[config.mk]
export PLATFORM = sky130hd
export DESIGN_NAME = spi_px_master
export DESIGN_NICKNAME = d
export VERILOG_FILES = /design/src/rtl/spi_px_master.sv
export SDC_FILE = /design/constraint.sdc
export NUM_CORES = 1
export LEC_CHECK = 0
export CAP_MARGIN = 40
export CORE_UTILIZATION = 49
export CTS_CLUSTER_DIAMETER = 30
export DETAILED_ROUTE_END_ITERATION = 10
export PLACE_DENSITY_LB_ADDON = 0.25
export SYNTH_ARGS = -nofsm -noshare
export SYNTH_HDL_FRONTEND = slang
export SYNTH_SLANG_ARGS = --single-unit
[constraint.sdc]
create_clock -name clk_i -period 3.3 [get_ports clk_i]
set_clock_uncertainty 0.05 [all_clocks]
set_input_delay 0.825 -clock clk_i [delete_from_list [all_inputs] [get_ports clk_i]]
set_output_delay 0.825 -clock clk_i [all_outputs]
set_load 0.01 [all_outputs]
[src/rtl/spi_px_master.sv]
// -----------------------------------------------------------------------------
// spi_px_master
//   SPI initiator, mode 0 (CPOL=0, CPHA=0), MSB first, full duplex. One frame
//   sends one DATA_BITS word on spi_sdo_o and captures one DATA_BITS word from
//   spi_sdi_i. Frame shape: SETUP (CS low, first bit on MOSI), then DATA_BITS
//   pairs of HIGH/LOW SCK half-periods, then a CS-high GAP before returning to
//   IDLE. The final LOW half-period doubles as CS hold time.
//
// Ports
//   clk_i       single clock, rising edge
//   reset_i     asynchronous active-high reset
//   tx_data_i   word to send, captured on tx_valid_i & tx_ready_o
//   tx_valid_i  host offers a word
//   tx_ready_o  high only while idle
//   rx_data_o   word received in the last completed frame
//   rx_valid_o  one-cycle pulse when rx_data_o updates
//   busy_o      high from accept until the end of the CS gap
//   spi_sck_o   SPI clock, idle low
//   spi_cs_o    chip select, active low, idle high
//   spi_sdo_o   MOSI
//   spi_sdi_i   MISO
// -----------------------------------------------------------------------------
module spi_px_master #(
    parameter int DATA_BITS = 24,
    parameter int CLK_DIV   = 4,
    parameter int CS_GAP    = 2
) (
    input  logic                 clk_i,
    input  logic                 reset_i,
    input  logic [DATA_BITS-1:0] tx_data_i,
    input  logic                 tx_valid_i,
    output logic                 tx_ready_o,
    output logic [DATA_BITS-1:0] rx_data_o,
    output logic                 rx_valid_o,
    output logic                 busy_o,
    output logic                 spi_sck_o,
    output logic                 spi_cs_o,
    output logic                 spi_sdo_o,
    input  logic                 spi_sdi_i
);

    typedef enum logic [2:0] {
        S_IDLE,
        S_SETUP,
        S_HIGH,
        S_LOW,
        S_GAP
    } state_t;

    localparam int CNT_MAX = (CLK_DIV > CS_GAP) ? CLK_DIV : CS_GAP;
    localparam int CNT_W   = $clog2(CNT_MAX + 1);
    localparam int BIT_W   = $clog2(DATA_BITS + 1);

    state_t                 state_reg, state_next;
    logic [CNT_W-1:0]       cnt_reg;
    logic [BIT_W-1:0]       bit_reg;
    logic [DATA_BITS-1:0]   tx_shift_reg;
    logic [DATA_BITS-1:0]   rx_shift_reg;

    logic                   half_done;
    logic                   gap_done;
    logic                   accept;
    logic                   sck_next;
    logic                   cs_next;
    logic                   ready_next;
    logic                   busy_next;

    assign half_done = (cnt_reg == CNT_W'(CLK_DIV - 1));
    assign gap_done  = (cnt_reg == CNT_W'(CS_GAP - 1));
    // tx_ready_o (not the state) gates acceptance so that the first cycle
    // after reset release, where the state is IDLE but ready is still low,
    // cannot start a frame.
    assign accept    = tx_valid_i & tx_ready_o;

    // State register
    always_ff @(posedge clk_i or posedge reset_i) begin
        if (reset_i) begin
            state_reg <= S_IDLE;
        end else begin
            state_reg <= state_next;
        end
    end

    // Next state and next values of the pin-level outputs. The outputs are
    // registered from the next state so every pin is a flop output that lines
    // up with the state it belongs to.
    always_comb begin
        state_next = state_reg;
        case (state_reg)
            S_IDLE:  if (accept)    state_next = S_SETUP;
            S_SETUP: if (half_done) state_next = S_HIGH;
            S_HIGH:  if (half_done) state_next = S_LOW;
            S_LOW:   if (half_done) state_next = (bit_reg == '0) ? S_GAP : S_HIGH;
            S_GAP:   if (gap_done)  state_next = S_IDLE;
            default:                state_next = S_IDLE;
        endcase

        sck_next   = (state_next == S_HIGH);
        cs_next    = !((state_next == S_SETUP) || (state_next == S_HIGH) ||
                       (state_next == S_LOW));
        ready_next = (state_next == S_IDLE);
        busy_next  = (state_next != S_IDLE);
    end

    // Datapath and registered outputs
    always_ff @(posedge clk_i or posedge reset_i) begin
        if (reset_i) begin
            cnt_reg      <= '0;
            bit_reg      <= '0;
            tx_shift_reg <= '0;
            rx_shift_reg <= '0;
            rx_data_o    <= '0;
            rx_valid_o   <= 1'b0;
            tx_ready_o   <= 1'b0;
            busy_o       <= 1'b0;
            spi_sck_o    <= 1'b0;
            spi_cs_o     <= 1'b1;
            spi_sdo_o    <= 1'b0;
        end else begin
            spi_sck_o  <= sck_next;
            spi_cs_o   <= cs_next;
            tx_ready_o <= ready_next;
            busy_o     <= busy_next;
            rx_valid_o <= 1'b0;

            // Phase counter restarts on every phase change and rests in IDLE.
            if ((state_next != state_reg) || (state_reg == S_IDLE)) begin
                cnt_reg <= '0;
            end else begin
                cnt_reg <= cnt_reg + CNT_W'(1);
            end

            case (state_reg)
                S_IDLE: begin
                    if (accept) begin
                        tx_shift_reg <= tx_data_i;
                        spi_sdo_o    <= tx_data_i[DATA_BITS-1];
                        bit_reg      <= BIT_W'(DATA_BITS - 1);
                    end
                end
                S_HIGH: begin
                    if (half_done) begin
                        // Sample MISO as late as possible in the high phase.
                        rx_shift_reg <= {rx_shift_reg[DATA_BITS-2:0], spi_sdi_i};
                        // Present the next bit on the falling edge; the last
                        // bit stays on MOSI through the hold phase.
                        if (bit_reg != '0) begin
                            tx_shift_reg <= tx_shift_reg << 1;
                            spi_sdo_o    <= tx_shift_reg[DATA_BITS-2];
                        end
                    end
                end
                S_LOW: begin
                    if (half_done) begin
                        if (bit_reg == '0) begin
                            spi_sdo_o  <= 1'b0;
                            rx_data_o  <= rx_shift_reg;
                            rx_valid_o <= 1'b1;
                        end else begin
                            bit_reg <= bit_reg - BIT_W'(1);
                        end
                    end
                end
                default: begin
                end
            endcase
        end
    end

endmodule

==> metrics.json, run 1 <==
{
  "placement": {
    "detailedPlacementHpwl_um": 4160,
    "globalplace.congestion": 0.759,
    "pre_cts_ws_ps": 641,
    "place_inst": 414,
    "buffer_ports.inserted": 57
  },
  "global_route": {
    "grt_pass1_vias": 2247,
    "grt_overflow": 0,
    "grt_first_pass_wirelength_um": 10900,
    "pin_count_of_the_biggest_net_entering_global_routing": 50,
    "antenna_violations_before_repair": 0,
    "grt_util_all_layers_pct": 16.9
  },
  "die": {
    "dieHeight_um": 91.5,
    "ios": 58,
    "die-area_um2": 8380,
    "floorplan.die.width_um": 91.5,
    "floorplan.initialDensity_pct": 50.8,
    "core.rowCount": 32,
    "core-area_um2": 7730
  },
  "finish": {
    "combined_area_of_the_multi_input_logic_cells_um2": 1570,
    "filler_cell_count": 601,
    "num-nets-final": 356,
    "antenna_cells": 0,
    "synthToLayoutAreaGrowth_pct": 21.0,
    "final_layout_size_suffix_gt1_share_pct": 36.6,
    "seq_area_um2": 2200,
    "layoutNonFillerInstCount": 427
  },
  "clock_tree": {
    "clk_path_buf_depth": 2,
    "clk_latency_ps": 350,
    "cts.sinks": 88,
    "tritoncts": "yes",
    "cts_repair_resize_count": 0,
    "cts_setup_buffers": 0,
    "cts.htree.levels": 3,
    "cts-root-buf": "sky130_fd_sc_hd__clkbuf_8",
    "postCtsHoldBufs": 0,
    "cts.reportedPaths.clkPinSlew_ps": 80,
    "numCtsBuffers": 9
  },
  "setup_path": {
    "cell_with_the_biggest_individual_delay_on_the_critical_path": "sky130_fd_sc_hd__o21ai_4",
    "worstSetupPathType": "flop to flop",
    "reg2reg_setup_slack_ps": 1000,
    "worstSetupStartpointType": "flop",
    "worst_path_required_ps": 3480,
    "worst-path-buf-inv": 0,
    "critical-path-max-stage-delay_ps": 590,
    "endpoint_kind": "flop",
    "highest_net_fanout_along_the_worst_path": 23,
    "cp_cell_sequence": "ha_1 -> ha_1 -> nand2_1 -> nor2_4 -> o21ai_4 -> mux2_2",
    "most_frequent_cell_on_critical_path": "sky130_fd_sc_hd__ha_1",
    "cp_top_family": "compound AO/OA/AOI/OAI gates",
    "worst_ep_arrival_time_ps": 2490
  },
  "timing": {
    "achievable-frequency_ghz": 0.434,
    "setup_slack_ps": 998,
    "setup-tns-final_ps": 0,
    "fin_crit_ps": 2300,
    "period_share_pct": 69.7,
    "setup_viol": 0,
    "report.final.slew_viol_count": 0,
    "grt_setup_unrepaired": "false",
    "hold_viol": 0,
    "max_slew.worst_pin.slew_ps": 704,
    "slew-limit-headroom_pct": 52.9
  },
  "route": {
    "vias_per_cell": 5.13,
    "drt_wl_total_um": 6350,
    "drc": 0,
    "detail_route.wl_per_cell_um": 14.9,
    "ant_nets": 0,
    "detailedRoute.firstPassIterationCount": 4,
    "detailedRoute.firstIterationViolations": 72,
    "num_vias": 2189
  },
  "run": {
    "maxCapViolations": 0
  },
  "logic_synthesis": {
    "synth.cell_area_um2": 3930,
    "synth_edf_count": 0,
    "syn_inst": 265,
    "synth_async_sr_flop_share_pct": 100,
    "ys_seq_elements": 88,
    "yosys.cell_types.count": 41,
    "ys.warnings.count": 0,
    "syn_area_per_cell_um2": 14.8,
    "synthFlopType": "sky130_fd_sc_hd__dfrtp_1",
    "synth_top_cells_by_area": "sky130_fd_sc_hd__dfrtp_1 55%, sky130_fd_sc_hd__mux2_2 20%, sky130_fd_sc_hd__mux2_4 7.6%",
    "synth_top_cell_by_area": "sky130_fd_sc_hd__dfrtp_1",
    "fraction_of_synthesized_cell_area_taken_by_the_top_area_cell_type_pct": 55.4,
    "synth_fp_nets": 298,
    "yosysSeqAreaShare_pct": 56.1
  },
  "hold_path": {
    "hold_path_class": "flop to flop"
  },
  "power": {
    "p_per_area_nw_per_um2": 671,
    "power.ir.vdd_worst_mv": 0.382,
    "static-leakage-power_nw": 2.17
  },
  "outcome": {
    "status": "complete, no violations"
  }
}
-- report_power, final --
part           leakage, nW  internal [mW]  switching [mW]
clock                0.104          0.436           0.355
sequential            1.15           1.32           0.168
combinational        0.911          0.530           0.379
total                 2.17           2.28           0.903
-- routing by layer --
layer  global-route usage, %  part of all wire [%]
met1                    23.2                    49
met2                    24.9                    46
met3                    4.44                   4.2
met4                    7.94                   1.6
met5                       0                     0
-- synthesized netlist by cell type (2+ instances only) --
cell                       count
sky130_fd_sc_hd__dfrtp_1      87
sky130_fd_sc_hd__buf_12        2
sky130_fd_sc_hd__o21ai_0       3
sky130_fd_sc_hd__mux2_2       71
sky130_fd_sc_hd__nor2_4        2
sky130_fd_sc_hd__mux2_1        2
sky130_fd_sc_hd__mux2_4       20
sky130_fd_sc_hd__a21oi_1       6
sky130_fd_sc_hd__inv_1         7
sky130_fd_sc_hd__buf_2         6
sky130_fd_sc_hd__a211oi_1      2
sky130_fd_sc_hd__nor3_1        2
sky130_fd_sc_hd__buf_6         5
sky130_fd_sc_hd__nand2_1       5
sky130_fd_sc_hd__nor2_1       12
sky130_fd_sc_hd__clkbuf_1      2
sky130_fd_sc_hd__ha_1          5
sky130_fd_sc_hd__a31oi_1       2
sky130_fd_sc_hd__and3_1        2
-- metrics by stage --
stage               instance area [µm²]  total power, mW  hold WS (ps)  utilization (%)
finish                             4750             3.19           438             61.5
global route                       4750             3.39           477             61.5
CTS                                4750             3.22           428             61.5
detailed placement                 4550             2.42           417             58.8
global placement                   4550             2.39           402             58.8
floorplan                          3930             2.24           389                -
-- worst register-to-register path, delay by kind of cell, from the launching register on --
kind,cells,cell delay [ps]
AND/OR/NAND/NOR,2,220
multiplexers,1,410
flip-flops,1,410
AO/OA/AOI/OAI,1,590
adder cells (fa/ha/maj),2,510
-- final timing paths --
| check | startpoint | end | depth (start not counted) |
|---|---|---|---|
| setup reg to reg | cnt_reg[0]$_DFF_PP0_ | tx_shift_reg[7]$_DFFE_PP0P_ | 6 |
| hold reg to reg | cnt_reg[0]$_DFF_PP0_ | cnt_reg[0]$_DFF_PP0_ | 1 |
| min in group asynchronous | reset_i | tx_shift_reg[12]$_DFFE_PP0P_ | 2 |
| max in group asynchronous | reset_i | rx_shift_reg[8]$_DFFE_PP0P_ | 3 |
| hold / removal | cnt_reg[0]$_DFF_PP0_ | cnt_reg[0]$_DFF_PP0_ | 1 |
| setup / recovery | cnt_reg[0]$_DFF_PP0_ | tx_shift_reg[7]$_DFFE_PP0P_ | 6 |
-- kinds of logic (layout without fill, tap and decap cells) --
family          Yosys count  count (layout)  synth area share [%]
simple gates             33              33                  5.22
buf+inv                  22              82                  4.08
compound gates           24              24                  4.46
flops                    88              88                  56.1
fa+ha+maj                 5               5                  1.59
mux                      93              93                  28.6
-- layout make-up --
type	count	share of cell area, %
inverters	7	0.579
clock inverters	3	1.45
repair buffers	62	13.1
flip-flops and latches	88	46.4
clock buffers	10	2.90
multi-input cells	155	33.0
well taps	102	2.69
-- cell usage in the layout, fill, tap and decap left out, types with 2 or more instances in the layout --
cell type / instances
sky130_fd_sc_hd__mux2_4: 20
sky130_fd_sc_hd__nor2_1: 12
sky130_fd_sc_hd__buf_4: 4
sky130_fd_sc_hd__clkdlybuf4s50_1: 57
sky130_fd_sc_hd__mux2_1: 2
sky130_fd_sc_hd__ha_1: 5
sky130_fd_sc_hd__o21ai_0: 3
sky130_fd_sc_hd__a31oi_1: 2
sky130_fd_sc_hd__nor3_1: 2
sky130_fd_sc_hd__bufinv_16: 2
sky130_fd_sc_hd__mux2_2: 71
sky130_fd_sc_hd__a211oi_1: 2
sky130_fd_sc_hd__nor2_4: 2
sky130_fd_sc_hd__nand2_1: 5
sky130_fd_sc_hd__clkbuf_8: 10
sky130_fd_sc_hd__inv_1: 6
sky130_fd_sc_hd__a21oi_1: 6
sky130_fd_sc_hd__dfrtp_1: 87
Note: power is estimated with default switching activity, not from simulation.
==> run 2, diff against run 1 <==
--- a/config.mk
+++ b/config.mk
@@ -6,7 +6,7 @@
 export NUM_CORES = 1
 export LEC_CHECK = 0
 export CAP_MARGIN = 40
-export CORE_UTILIZATION = 49
+export CORE_UTILIZATION = 54
 export CTS_CLUSTER_DIAMETER = 30
 export DETAILED_ROUTE_END_ITERATION = 10
 export PLACE_DENSITY_LB_ADDON = 0.25
==> constraint.sdc (replaced) <==
create_clock -name clk_i -period 2.3 [get_ports clk_i]
set_clock_uncertainty 0.05 [all_clocks]
set_input_delay 0.575 -clock clk_i [delete_from_list [all_inputs] [get_ports clk_i]]
set_output_delay 0.575 -clock clk_i [all_outputs]
set_load 0.01 [all_outputs]
==> run 2 against run 1 <==
  * Global-route usage grew 1.4 points
  * Setup slack lost 720 ps
  * Sequential share of layout area shrank 0.34 points
  * Combinational power grew 55%
  * Wire length shrank 1.2%
  * Sequential cell count is the same
  * Final cell count shrank 0.23%
  * Critical path depth shrank 5
  * Hold slack is essentially flat
  * Non-clock buffer count grew 2
  * Critical path type is now flop to output pin
  * Largest power group unchanged
  * Highest routed layer unchanged
==> metrics.json, run 2 (synthesized netlist as in run 1, its figures left out) <==
{
  "power": {
    "sw_frac_of_total_pct": 30.0,
    "p_per_area_nw_per_um2": 938,
    "internal_power_mw": 3.14,
    "power.share.sequential_pct": 47.0,
    "fraction_of_power_consumed_by_the_clock_network_pct": 21.7,
    "static-leakage-power_nw": 2.18,
    "power_after_layout_mw": 4.49,
    "power.share.combinational_pct": 31.4,
    "net_switching_component_of_the_power_mw": 1.35,
    "power.ir.vdd_worst_mv": 0.483
  },
  "finish": {
    "synthToLayoutAreaGrowth_pct": 21.8,
    "final_layout_size_suffix_gt1_share_pct": 37.6,
    "num-nets-final": 358,
    "antenna_cells": 0,
    "layout_common_cells": "87 x sky130_fd_sc_hd__dfrtp_1, 71 x sky130_fd_sc_hd__mux2_2, 57 x sky130_fd_sc_hd__clkdlybuf4s50_1",
    "layoutNonFillerInstCount": 426,
    "filler_cell_count": 508,
    "mostFrequentLayoutCell": "sky130_fd_sc_hd__dfrtp_1"
  },
  "setup_path": {
    "worst_path_required_ps": 1670,
    "worst-path-buf-inv": 1,
    "cell_with_the_biggest_individual_delay_on_the_critical_path": "sky130_fd_sc_hd__dfstp_2",
    "cp_top_family": "flip-flops",
    "cp_cell_sequence": "clkdlybuf4s50_1",
    "worst_ep_arrival_time_ps": 1390,
    "highest_net_fanout_along_the_worst_path": 1,
    "worstSetupStartpointType": "flop",
    "critical-path-max-stage-delay_ps": 530,
    "endpoint_kind": "output pin",
    "worstSetupPathType": "flop to output pin"
  },
  "timing": {
    "report.final.slew_viol_count": 0,
    "hold_viol": 0,
    "achievable-frequency_ghz": 0.496,
    "max_slew.worst_pin.slew_ps": 453,
    "fin_crit_ps": 2020,
    "grt_setup_unrepaired": "false",
    "period_share_pct": 87.7,
    "setup-tns-final_ps": 0,
    "slew-limit-headroom_pct": 69.8,
    "setup_viol": 0
  },
  "global_route": {
    "antenna_violations_before_repair": 0,
    "grt_util_met1_pct": 25.2,
    "grt_util_all_layers_pct": 18.2,
    "grt.met3_usage_pct": 5.02,
    "grt_first_pass_wirelength_um": 10500,
    "gr-usage-met2_pct": 27.3,
    "globalRoute.busiestLayer": "met2",
    "pin_count_of_the_biggest_net_entering_global_routing": 89,
    "grt_pass1_vias": 2262,
    "grt_overflow": 0
  },
  "route": {
    "detail_route.wl_per_cell_um": 14.7,
    "drc": 0,
    "detailedRoute.firstPassIterationCount": 4,
    "detailedRoute.firstIterationViolations": 74,
    "vias_per_cell": 5.22,
    "num_vias": 2222,
    "ant_nets": 0,
    "drt_wl_total_um": 6270
  },
  "placement": {
    "buffer_ports.inserted": 57,
    "globalplace.congestion": 0.732,
    "place_inst": 410,
    "detailedPlacementHpwl_um": 4060
  },
  "hold_path": {
    "hold_path_class": "flop to flop"
  },
  "clock_tree": {
    "clk_latency_ps": 350,
    "tritoncts": "yes",
    "numCtsBuffers": 9,
    "postCtsHoldBufs": 0,
    "clk_path_buf_depth": 2,
    "cts_repair_resize_count": 0,
    "cts.htree.levels": 3,
    "cts.reportedPaths.clkPinSlew_ps": 80,
    "cts-root-buf": "sky130_fd_sc_hd__clkbuf_8",
    "cts_setup_buffers": 0,
    "cts.sinks": 88
  },
  "die": {
    "dieHeight_um": 87.3,
    "core-area_um2": 6910,
    "ios": 58,
    "core.rowCount": 30,
    "floorplan.initialDensity_pct": 56.9,
    "die-area_um2": 7620,
    "floorplan.die.width_um": 87.3
  },
  "outcome": {
    "status": "complete, no violations"
  },
  "run": {
    "maxCapViolations": 0
  }
}
-- run 2: cell types whose count changed in the layout (fill, tap and decap cells not counted) --
cell                         delta
sky130_fd_sc_hd__inv_8          +1
sky130_fd_sc_hd__buf_12         +4
sky130_fd_sc_hd__clkinvlp_4     +1
sky130_fd_sc_hd__clkinv_4       +1
sky130_fd_sc_hd__buf_4          -2
sky130_fd_sc_hd__clkinv_2       +2
sky130_fd_sc_hd__bufinv_16      -2
-- run 2: per-stage QoR --
stage	setup WS, ps	hold slack [ps]	cell area [µm²]	utilization, %
after floorplan	370	389	3930	-
after global placement	200	404	4610	66.7
after detailed placement	159	428	4610	66.7
after CTS	266	440	4790	69.3
after global routing	168	465	4790	69.3
final	282	438	4790	69.3
-- run 2: final cells by class --
type / count / area [µm²] / share of cell area [%]
Tap cell: 96 / 120 / 2.51
Inverter: 7 / 30.0 / 0.627
Clock buffer: 10 / 138 / 2.88
Timing Repair Buffer: 64 / 686 / 14.3
Multi-Input combinational cell: 155 / 1570 / 32.7
Sequential cell: 88 / 2200 / 46.0
Clock inverter: 6 / 43.8 / 0.915
-- run 2: worst paths after layout --
kind / startpoint / end / slack (ps) / cells after the start
setup / recovery: spi_cs_o$_DFF_PP1_ / spi_cs_o / 280 / 1
hold / removal: cnt_reg[0]$_DFF_PP0_ / cnt_reg[0]$_DFF_PP0_ / 440 / 1
setup reg to reg: cnt_reg[0]$_DFF_PP0_ / tx_shift_reg[6]$_DFFE_PP0P_ / 280 / 7
hold reg to reg: cnt_reg[0]$_DFF_PP0_ / cnt_reg[0]$_DFF_PP0_ / 440 / 1
max in group asynchronous: reset_i / spi_cs_o$_DFF_PP1_ / 1160 / 3
min in group asynchronous: reset_i / rx_data_o[1]$_DFFE_PP0P_ / 660 / 3
-- run 2: power by group through the flow --
| stage | clock network (mW) | registers (mW) | logic [mW] |
|---|---|---|---|
| global route | 1.08 | 2.15 | 1.56 |
| detailed placement | 0 | 2.14 | 1.43 |
| finish | 0.973 | 2.11 | 1.41 |
| CTS | 1.02 | 2.11 | 1.43 |
| global placement | 0 | 2.13 | 1.38 |
| floorplan | 0 | 2.08 | 1.14 |
-- run 2: layer usage --
metal  part of all wire, %  wire length [µm]  vias to the layer above
met5                     0                 0                        -
met4                   1.1                69                        0
met3                   4.2               265                        6
met2                    46              2860                       41
met1                    49              3080                     1113
li1                      -                 -                     1062
==> run 3, diff against run 2 <==
--- a/config.mk
+++ b/config.mk
@@ -6,8 +6,8 @@
 export NUM_CORES = 1
 export LEC_CHECK = 0
 export CAP_MARGIN = 40
-export CORE_UTILIZATION = 54
-export CTS_CLUSTER_DIAMETER = 30
+export CORE_UTILIZATION = 55
+export CTS_BUF_LIST = sky130_fd_sc_hd__clkbuf_2
 export DETAILED_ROUTE_END_ITERATION = 10
 export PLACE_DENSITY_LB_ADDON = 0.25
 export SYNTH_ARGS = -nofsm -noshare
==> run 3 against run 2 <==
  * Sequential power about the same
  * Fmax down 9.4%
  * First-iteration DRC count up 74%
  * Design area down 1.4%
  * Wire length up 7.6%
  * Sequential share of layout area up 0.63 points
  * Utilization down 0.19 points
  * Critical path depth unchanged
  * Sequential cell count unchanged
  * Setup slack worse by 210 ps
  * Combinational power about the same
  * Final cell count up 1.2%
  * Critical path type unchanged
==> metrics.json, run 3 (synthesized netlist as in run 1, its figures left out) <==
{
  "outcome": {
    "status": "complete, no violations"
  },
  "clock_tree": {
    "postCtsHoldBufs": 0,
    "cts.sinks": 88,
    "cts_setup_buffers": 0,
    "tritoncts": "yes",
    "cts.reportedPaths.clkPinSlew_ps": 240,
    "cts-root-buf": "sky130_fd_sc_hd__clkbuf_2",
    "cts_repair_resize_count": 0,
    "numCtsBuffers": 9,
    "clk_latency_ps": 530,
    "cts.htree.levels": 3,
    "clk_path_buf_depth": 2
  },
  "route": {
    "detail_route.wl_per_cell_um": 15.7,
    "num_vias": 2294,
    "drt_wl_total_um": 6750,
    "ant_nets": 0,
    "drc": 0,
    "detailedRoute.firstIterationViolations": 129,
    "detailedRoute.firstPassIterationCount": 4,
    "vias_per_cell": 5.32
  },
  "timing": {
    "max_slew.worst_pin.slew_ps": 633,
    "grt_setup_unrepaired": "false",
    "report.final.slew_viol_count": 0,
    "hold_viol": 0,
    "slew-limit-headroom_pct": 57.8,
    "achievable-frequency_ghz": 0.449,
    "fin_crit_ps": 2230,
    "finalHoldWorstSlack_ps": 324,
    "setup_viol": 0,
    "period_share_pct": 96.8
  },
  "setup_path": {
    "cell_with_the_biggest_individual_delay_on_the_critical_path": "sky130_fd_sc_hd__dfstp_2",
    "worst_r2r_endpoint": "tx_shift_reg[7]$_DFFE_PP0P_",
    "cp_top_family": "flip-flops",
    "highest_net_fanout_along_the_worst_path": 1,
    "reg2reg_setup_slack_ps": 180,
    "worst_path_required_ps": 1670,
    "critical-path-max-stage-delay_ps": 570,
    "ff2ff_path_depth": 6,
    "cp_cell_sequence": "clkdlybuf4s50_1",
    "endpoint_kind": "output pin",
    "worst_ep_arrival_time_ps": 1600,
    "worstSetupPathType": "flop to output pin",
    "worstSetupStartpointType": "flop",
    "timing.rr.start": "bit_reg[0]$_DFFE_PP0P_",
    "worst-path-buf-inv": 1
  },
  "die": {
    "dieHeight_um": 86.5,
    "floorplan.die.width_um": 86.5,
    "floorplan.initialDensity_pct": 57.5,
    "core.rowCount": 30,
    "core-area_um2": 6830,
    "ios": 58,
    "die-area_um2": 7480
  },
  "finish": {
    "final_layout_size_suffix_gt1_share_pct": 38.2,
    "combined_area_of_the_multi_input_logic_cells_um2": 1580,
    "seq_area_um2": 2200,
    "layout_common_cells": "87 x sky130_fd_sc_hd__dfrtp_1, 71 x sky130_fd_sc_hd__mux2_2, 57 x sky130_fd_sc_hd__clkdlybuf4s50_1",
    "filler_cell_count": 517,
    "num-nets-final": 363,
    "antenna_cells": 0,
    "synthToLayoutAreaGrowth_pct": 20.2,
    "layoutNonFillerInstCount": 431,
    "mostFrequentLayoutCell": "sky130_fd_sc_hd__dfrtp_1",
    "final_util_pct": 69.1
  },
  "power": {
    "p_per_area_nw_per_um2": 897,
    "power.ir.vdd_worst_mv": 0.668,
    "power_after_layout_mw": 4.24,
    "static-leakage-power_nw": 2.16
  },
  "global_route": {
    "grt_util_all_layers_pct": 19.6,
    "grt_first_pass_wirelength_um": 11100,
    "antenna_violations_before_repair": 0,
    "grt_overflow": 0,
    "pin_count_of_the_biggest_net_entering_global_routing": 28,
    "grt_pass1_vias": 2277
  },
  "hold_path": {
    "hold_path_class": "input port to async pin"
  },
  "placement": {
    "place_inst": 414,
    "globalplace.congestion": 0.719,
    "buffer_ports.inserted": 57,
    "detailedPlacementHpwl_um": 4550
  },
  "run": {
    "maxCapViolations": 0
  }
}
run 3: layout make-up:
type	count	share of cell area [%]
tap	96	2.54
timing repair buffer	68	14.9
clock inverter	7	0.954
clock buffer	9	0.954
sequential	88	46.7
multi-input combinational	156	33.4
inverter	7	0.636
run 3: how the worst max path moves through the flow:
stage                         startpoint                      endpoint  slack, ps  depth (start not counted)
finish                spi_cs_o$_DFF_PP1_                      spi_cs_o         70                          1
global route          spi_cs_o$_DFF_PP1_                      spi_cs_o          4                          1
CTS                   spi_cs_o$_DFF_PP1_                      spi_cs_o         50                          1
detailed placement            tx_valid_i  tx_shift_reg[20]$_DFFE_PP0P_        -70                          5
global placement              tx_valid_i  tx_shift_reg[14]$_DFFE_PP0P_        -30                          5
floorplan           cnt_reg[0]$_DFF_PP0_   rx_shift_reg[0]$_DFFE_PP0P_        370                          7
run 3: metal layers:
metal  vias to the layer above  part of all wire (%)  track usage (%)
met5                         -                     0                0
met4                         0                   1.8             8.64
met3                        12                   4.5             4.86
met2                        55                    46             30.1
met1                      1151                    48             26.6
li1                       1076                     -                -
run 3: power by group:
part / switching (mW) / internal, mW
Combinational: 0.617 / 0.823
Clock: 0.532 / 0.144
Sequential: 0.232 / 1.89
run 3: worst register-to-register path, delay by kind of cell (launching register included):
kind | cells | cell delay [ps]
adder cells (fa/ha/maj) | 1 | 160
AND/OR/NAND/NOR | 2 | 390
buffers and inverters | 1 | 110
flip-flops | 1 | 420
AO/OA/AOI/OAI | 1 | 520
multiplexers | 1 | 410
run 3: per-stage QoR:
step                      cell area (µm²)  setup WS (ps)  setup TNS (ps)
after detailed placement             4620          -73.0           -1220
after CTS                            4710           47.2               0
after global placement               4620          -33.6            -710
after global routing                 4720           3.71               0
after floorplan                      3930            370               0
final                                4720           72.7               0
